[src/rtl/dmem_ctrl_pkg.sv]
// Shared encodings for the data-memory access controller: access sizes, FSM states, starvation default.
package dmem_ctrl_pkg;

  localparam logic [1:0] SZ_BYTE = 2'b00;
  localparam logic [1:0] SZ_HALF = 2'b01;
  localparam logic [1:0] SZ_WORD = 2'b10;

  localparam int STARVE_LIMIT_DEF = 8;

  typedef enum logic {
    IDLE = 1'b0,
    RMW  = 1'b1
  } state_t;

  // Reserved size 2'b11 falls into the word rule.
  function automatic logic is_misaligned(input logic [1:0] size, input logic [1:0] lo);
    case (size)
      SZ_BYTE: return 1'b0;
      SZ_HALF: return lo[0];
      default: return lo != 2'b00;
    endcase
  endfunction

endpackage

[src/rtl/dmem_lane_align.sv]
// Combinational lane steering: load extract/extend and store lane-merge for sub-word accesses.
module dmem_lane_align
  import dmem_ctrl_pkg::*;
(
  input  logic [1:0]  size,
  input  logic        zext,
  input  logic [1:0]  lo,
  input  logic [31:0] rd,
  input  logic [15:0] wdata,
  output logic [31:0] load_data,
  output logic [31:0] merge_data
);

  logic [7:0]  byte_sel;
  logic [15:0] half_sel;

  assign byte_sel = rd[{lo, 3'b000} +: 8];
  assign half_sel = lo[1] ? rd[31:16] : rd[15:0];

  always_comb begin
    load_data  = rd;
    merge_data = rd;
    case (size)
      SZ_BYTE: begin
        load_data = {{24{byte_sel[7] & ~zext}}, byte_sel};
        merge_data[{lo, 3'b000} +: 8] = wdata[7:0];
      end
      SZ_HALF: begin
        load_data = {{16{half_sel[15] & ~zext}}, half_sel};
        if (lo[1]) merge_data[31:16] = wdata;
        else       merge_data[15:0]  = wdata;
      end
      default: ;
    endcase
  end

endmodule

[src/rtl/dmem_ctrl.sv]
// Shares a single-port data memory between the MEM stage and an ext port; sub-word stores take a 2-cycle RMW.
// Ext requests are force-granted after STARVE_LIMIT waiting cycles. DMEM_CTRL_PERF_EN adds stall/grant counters.
module dmem_ctrl
  import dmem_ctrl_pkg::*;
#(
  parameter int STARVE_LIMIT = STARVE_LIMIT_DEF,
  parameter int AW           = 32
) (
  input  logic          CLK,
  input  logic          RST,
  input  logic          core_req,
  input  logic          core_we,
  input  logic [1:0]    core_size,
  input  logic          core_unsigned,
  input  logic [AW-1:0] core_addr,
  input  logic [31:0]   core_wdata,
  output logic [31:0]   core_rdata,
  output logic          core_stall,
  output logic          core_misalign,
  input  logic          ext_req,
  input  logic          ext_we,
  input  logic [AW-1:0] ext_addr,
  input  logic [31:0]   ext_wdata,
  output logic          ext_gnt,
  output logic [31:0]   ext_rdata,
  output logic          ext_rvalid,
  output logic          mem_we,
  output logic [AW-1:0] mem_a,
  output logic [31:0]   mem_wd,
  input  logic [31:0]   mem_rd
`ifdef DMEM_CTRL_PERF_EN
  ,
  output logic [31:0]   perf_stall_cnt,
  output logic [31:0]   perf_ext_cnt
`endif
);

  localparam logic [7:0] LIMIT = 8'(STARVE_LIMIT);

  state_t          state, state_d;
  logic [7:0]      wait_cnt;
  logic [31:0]     merge_q;
  logic [AW-1:0]   addr_q;
  logic [31:0]     load_data, merge_data;
  logic            force_ext, misalign_raw, rmw_start;
  logic            unused_ext_lo;

  // Ext accesses are always whole words; the low address bits carry no meaning.
  assign unused_ext_lo = ^ext_addr[1:0];

  assign force_ext    = ext_req && (wait_cnt == LIMIT);
  assign misalign_raw = is_misaligned(core_size, core_addr[1:0]);

  dmem_lane_align u_align (
    .size       (core_size),
    .zext       (core_unsigned),
    .lo         (core_addr[1:0]),
    .rd         (mem_rd),
    .wdata      (core_wdata[15:0]),
    .load_data  (load_data),
    .merge_data (merge_data)
  );

  always_comb begin
    state_d       = state;
    mem_we        = 1'b0;
    mem_a         = '0;
    mem_wd        = '0;
    core_stall    = 1'b0;
    core_misalign = 1'b0;
    core_rdata    = '0;
    ext_gnt       = 1'b0;
    rmw_start     = 1'b0;
    case (state)
      IDLE: begin
        if (force_ext) begin
          ext_gnt    = 1'b1;
          core_stall = core_req;
        end else if (core_req) begin
          mem_a = core_addr;
          if (misalign_raw) begin
            core_misalign = 1'b1;
          end else if (!core_we) begin
            core_rdata = load_data;
          end else if (core_size[1]) begin
            mem_we = 1'b1;
            mem_wd = core_wdata;
          end else begin
            core_stall = 1'b1;
            rmw_start  = 1'b1;
            state_d    = RMW;
          end
        end else if (ext_req) begin
          ext_gnt = 1'b1;
        end
      end
      RMW: begin
        mem_we  = 1'b1;
        mem_a   = addr_q;
        mem_wd  = merge_q;
        state_d = IDLE;
      end
      default: state_d = IDLE;
    endcase
    if (ext_gnt) begin
      mem_a  = {ext_addr[AW-1:2], 2'b00};
      mem_we = ext_we;
      mem_wd = ext_wdata;
    end
  end

  always_ff @(posedge CLK or posedge RST) begin
    if (RST) begin
      state      <= IDLE;
      wait_cnt   <= '0;
      merge_q    <= '0;
      addr_q     <= '0;
      ext_rdata  <= '0;
      ext_rvalid <= 1'b0;
    end else begin
      state      <= state_d;
      ext_rvalid <= ext_gnt && !ext_we;
      if (ext_gnt && !ext_we) ext_rdata <= mem_rd;
      if (rmw_start) begin
        merge_q <= merge_data;
        addr_q  <= core_addr;
      end
      if (ext_gnt)                            wait_cnt <= '0;
      else if (ext_req && wait_cnt != LIMIT)  wait_cnt <= wait_cnt + 8'd1;
    end
  end

`ifdef DMEM_CTRL_PERF_EN
  always_ff @(posedge CLK or posedge RST) begin
    if (RST) begin
      perf_stall_cnt <= '0;
      perf_ext_cnt   <= '0;
    end else begin
      perf_stall_cnt <= perf_stall_cnt + 32'(core_stall);
      perf_ext_cnt   <= perf_ext_cnt + 32'(ext_gnt);
    end
  end
`endif

endmodule

[config.mk]
export PLATFORM = sky130hd
export DESIGN_NAME = dmem_ctrl
export DESIGN_NICKNAME = d
export VERILOG_FILES = /design/src/rtl/dmem_ctrl_pkg.sv /design/src/rtl/dmem_lane_align.sv /design/src/rtl/dmem_ctrl.sv
export SDC_FILE = /design/constraint.sdc
export NUM_CORES = 1
export LEC_CHECK = 0
export CORE_MARGIN = 8
export CORE_UTILIZATION = 43
export DETAILED_ROUTE_END_ITERATION = 7
export PLACE_DENSITY = 0.86
export SLEW_MARGIN = 20
export SYNTH_ARGS = -nofsm -noshare
export SYNTH_HDL_FRONTEND = slang
export SYNTH_SLANG_ARGS = --single-unit
[constraint.sdc]
create_clock -name CLK -period 3.5 [get_ports CLK]
set_input_delay 0.35 -clock CLK [delete_from_list [all_inputs] [get_ports CLK]]
set_output_delay 0.35 -clock CLK [all_outputs]
set_load 0.03 [all_outputs]
# Word-level counts from Yosys, hierarchy flattened
# Index checks and enable logic that the tools add are counted.
# totals
input_bits	169
wordCells	74
output_inout_bits	133
ff_bits	106
# classes
n_eq_ne	3
n_bitwise	4
shift	3
muxes	49
add_sub_neg	2
n_reduce_logical	7
# ops
cell	count
32-bit two-way mux	14
32-bit case mux with 2 select lines	4
16-bit two-way mux	3
32-bit bitwise mux	1
8-bit by 7-bit variable shift with 32-bit output (first input constant)	1
32-bit by 6-bit indexed part select with 8-bit output	1
8-bit by 7-bit indexed part select with 32-bit output	1
1-bit two-way mux	22
8-bit two-way mux	2
8-bit by 1-bit adder with 8-bit output (second input constant)	1
8-bit by 4-bit == test with 1-bit output (second input constant)	1
8-bit by 4-bit inequality test with 1-bit output (second input constant)	1
5-bit negator with 7-bit output	1
1-bit case mux with 2 select lines	3
2-bit nonzero test	2
1-bit logical AND	3
1-bit AND	2
2-bit by 1-bit == test with 1-bit output (second input constant)	1
2-bit logical NOT	1
1-bit NOT	2
1-bit logical NOT	1

# Depth between registers and ports, before layout
# depth
word_depth	8
ltp_mapped	9
depth_no_buf	7

# By module
# From an unflattened synthesis, not the netlist that was laid out.
# hier_totals
cells_unflattened	770
hier_area_um2	7464.7
# modules_own_cells
mod	seq_area_each_um2	area_each_um2	instances	cells_per_inst
dmem_ctrl	2652.5	5569.1	1	459
dmem_lane_align	0.0	1895.6	1	311

# Least setup slack after synthesis
# OpenSTA, ideal clock, no wires.
# synth_path
path_type	input to output
startpoint	input core_addr[1]
endpoint	output core_rdata[0]
setup_slack_ps	-79
t_arrival_ps	3229
t_required_ps	3150
n_path_buf	2
stages	8
cell_sequence	buf_2 > inv_1 > clkbuf_1 > ha_1 > nor2b_1 > a311oi_1 > nand2_1 > a2111oi_0
# synth_between
elab_chain_len	7
word_cells_on_any_way	10
cone_classes	shift: 1; mux: 8; reduce/logical: 1
# synth_rtl
item	line_no	text
start, declared	dmem_ctrl.sv:15	input logic [AW-1:0] core_addr,
32-bit by 6-bit indexed part select with 8-bit output / 16-bit two-way mux (equally long branches)	dmem_lane_align.sv:17, dmem_lane_align.sv:18	
32-bit case mux with 2 select lines	dmem_lane_align.sv:23	case (size)
32-bit two-way mux	dmem_ctrl.sv:83	end else if (!core_we) begin
32-bit two-way mux (*)	dmem_ctrl.sv:81	if (misalign_raw) begin
32-bit two-way mux (*)	dmem_ctrl.sv:79	end else if (core_req) begin
32-bit two-way mux (*)	dmem_ctrl.sv:76	if (force_ext) begin
32-bit two-way mux (*)	dmem_ctrl.sv:74	case (state)
end, declared	dmem_ctrl.sv:17	output logic [31:0] core_rdata,
# Mark *: on every way between the ends. The rest lies on a longest branch, timed or not.

# Worst setup path after layout
# layout_path
startpoint	register wait_cnt[0]
endpoint	output mem_a[31]
# layout_between
elab_chain_len	5
word_cells_on_any_way	7
cone_classes	eq/ne: 1; mux: 5; reduce/logical: 1
# layout_rtl
item	line_no	text
start, declared	dmem_ctrl.sv:41	logic [7:0] wait_cnt;
start signal, assigned	dmem_ctrl.sv:129	else if (ext_req && wait_cnt != LIMIT) wait_cnt <= wait_cnt + 8'd1;
8-bit by 4-bit == test with 1-bit output (*)	dmem_ctrl.sv:51	assign force_ext = ext_req && (wait_cnt == LIMIT);
1-bit logical AND (*)	dmem_ctrl.sv:51	
32-bit two-way mux / 1-bit two-way mux (equally long branches)	dmem_ctrl.sv:76	
32-bit case mux with 2 select lines / 1-bit two-way mux (equally long branches)	dmem_ctrl.sv:74	
32-bit two-way mux (*)	dmem_ctrl.sv:105	if (ext_gnt) begin
end, declared	dmem_ctrl.sv:28	output logic [AW-1:0] mem_a,
# Marks and branches as above.

==> reports/summary.txt <==
Count of cell types in the netlist = 55
Top cells by count, synth = dfrtp_1, a21oi_1, a22oi_1
# hold bufs at CTS = 0
Final Slew Violations = 0
Max-Cap Viols = 0
WL final = 26600 um
Clock skew = 0.0114 ns
Worst min-delay path category = flip-flop to flip-flop
Final hold viol count = 0
Pwr dens = 412 mW/mm^2
Final setup fails = 0
Die W = 143 um
Fin crit share = 97.0%
TritonCTS buffer count = 9
Synthesized flop and latch total = 106
Global-route wire length before repair = 40000 um
Ys async rst share = 100%
Slew @ Worst Pin = 1.11 ns
Critical Path Source Type = flip-flop
TritonCTS Sinks = 106
Nets = 1154
Reg-to-reg endpoint = addr_q[31]
Most frequent cell after synthesis = dfrtp_1
Worst setup margin = 0.106 ns
Worst r2r src = wait_cnt[0]
Hold path endpoint = addr_q[12]
CTS tree = built
Top fanout value on the critical path = 31
Crit Path Class = flip-flop to output pin
Ratio of cells with drive above 1 in the final layout = 17.2%
Lkg Pwr = 4.49 nW
Top post-synthesis cells by area = dfrtp_1, a21oi_1, mux2_4
FF-to-FF path depth = 9
Global placer's final weighted congestion = 0.967
Worst hold path depth = 1
Placed Cells = 1183
Grt ovf = 0
Synth Area per Inst = 9.79 um^2
DRC = 0
Worst-Skew Late Latency = 0.35 ns
TritonRoute pass-1 iters = 6
IO Pins = 302
Worst EP required = 3.15 ns
GRT Resource Usage Total = 25.2%
Fin cells = 1200
Mapped Area = 0.00694 mm^2
Chip height = 143 um
DIE AREA = 0.0205 mm^2
Core Util, Final = 65.6%
Core area = 0.0158 mm^2
Mapped Cells = 709
# rows = 46
Number of flops mapped to enable cells by yosys = 0
PortBufs = 299
Initial Utilization = 43.9%
Via density = 5.95
Pre-CTS setup slack = 0.456 ns
Post-DP HPWL = 20100 um
Root Driver = clkbuf_16
Synth Flop Type = dfrtp_1
Fin crit period = 3.39 ns
Status = finished, final reports clean
Vias = 7136
Largest net degree at the start of global routing = 84
Iteration-0 DRC Markers = 824
DRT antenna net count = 0
Cell taking the most area after synthesis = dfrtp_1
Worst path arrival time = 3.04 ns
Avg WL per Cell = 22.1 um
Area Overhead vs Synth = 49.6%
Reg clk slew, reported paths = 0.07 ns
Startpoint of the worst hold path = addr_q[12]
Worst vdd ir = 0.289 mV
Vias in the first global route = 7108
Initial antenna violation count = 1
Top cell type's share of synthesized area = 38.2%
Htree depth = 3
Syn. warnings = 0
CP Capture Type = output pin
Relative slew slack = 26.2%
Syn_nets = 885
Minimum setup slack among reg-to-reg paths = 0.84 ns
Highest Clock Rate = 0.295 GHz
Longest Clk Path Bufs = 2
Register area share after synthesis = 38.2%
## routing by layer
| layer | part of all wire, % | GRT usage, % | vias up |
|---|---|---|---|
| li1 | - | - | 3229 |
| met2 | 48 | 41.4 | 418 |
| met5 | 0 | 0 | - |
| met1 | 37 | 29.8 | 3411 |
| met4 | 4.4 | 13.4 | 0 |
| met3 | 10 | 6.24 | 78 |
## flip-flops by register name, summed over array words and instances (netlist names)
name and count:
addr_q 32, ext_rdata 32, merge_q 32, wait_cnt 8, ext_rvalid 1, state 1
## worst max path at each step
stage | from | end | slack [ns] | cells past startpoint
after floorplan | core_addr[1] | core_rdata[0] | -0.08 | 8
after global placement | core_addr[0] | merge_q[7] | 0.46 | 7
after detailed placement | wait_cnt[0] | mem_wd[3] | 0.46 | 9
after CTS | wait_cnt[0] | mem_wd[3] | 0.06 | 9
after global routing | wait_cnt[1] | mem_a[15] | -0.02 | 8
final | wait_cnt[0] | mem_a[31] | 0.11 | 8
## stage by stage
step	cell area, um^2	hold WS (ns)	power [mW]	TNS [ns]
3_5_place_dp	10100	0.475	3.21	0
2_1_floorplan	6940	0.459	2.49	-0.157
6_report	10400	0.490	4.28	0
3_3_place_gp	10100	0.468	3.17	0
4_1_cts	10400	0.493	4.29	0
5_1_grt	10400	0.504	4.48	-0.0890
## report_power, final
| part | internal, mW | switching (mW) | leakage (nW) |
|---|---|---|---|
| combinational | 0.766 | 0.828 | 3.09 |
| sequential | 1.47 | 0.138 | 1.26 |
| clock | 0.584 | 0.494 | 0.151 |
## final cells by class
type	count	area, um^2
clock inverters	6	75.1
well taps	216	270
diodes	1	2.50
inverters	35	139
repair buffers	321	3160
clock buffers	10	239
flip-flops and latches	106	2650
fillers	1260	5450
multi-input cells	505	3840
## cells by family (layout without fill, tap and decap cells)
logic type	count (synthesis)	count (layout)	share of synthesized area [%]
muxes	81	81	14.9
xor gates and xnor gates	5	5	0.631
AOI/OAI and AO/OA	271	271	27.4
buffers and inverters	98	372	6.52
and+or+nand+nor	141	141	11.1
DFF	106	106	38.2
adders and majority gates	7	7	1.26
other	0	1	0
## critical path, stage by stage, from the launching register on
cell             delay [ns]
dfrtp_1                0.41
inv_1                  0.10
ha_1                   0.17
or3b_2                 0.46
o21ai_1                0.19
nand2b_1               0.13
buf_4                  0.27
mux2_2                 0.27
clkdlybuf4s50_1        0.69
## layout by cell type, fill, tap and decap left out, drive strengths merged, types with 4 or more instances in the layout
cell type      netlist  routed
clkdlybuf4s50        0     229
dfrtp              106     106
a21oi               93      93
buf                 28      92
mux2                73      73
a22oi               42      42
o21ai               37      37
inv                 35      36
and2                34      34
a221o               32      32
nor2                26      26
nand2               25      25
nor3                23      23
a22o                18      18
a222oi              17      17
o2bb2ai             10      10
clkbuf              35      10
nand2b               8       8
ha                   7       7
mux2i                6       6
and3                 5       5
o221a                4       4
## repair_timing
action	4_1_cts	5_1_grt
setup endpoints to repair	0	32
resized for setup	0	2
setup buffers	0	0
Note: power is estimated with default switching activity, not from simulation.
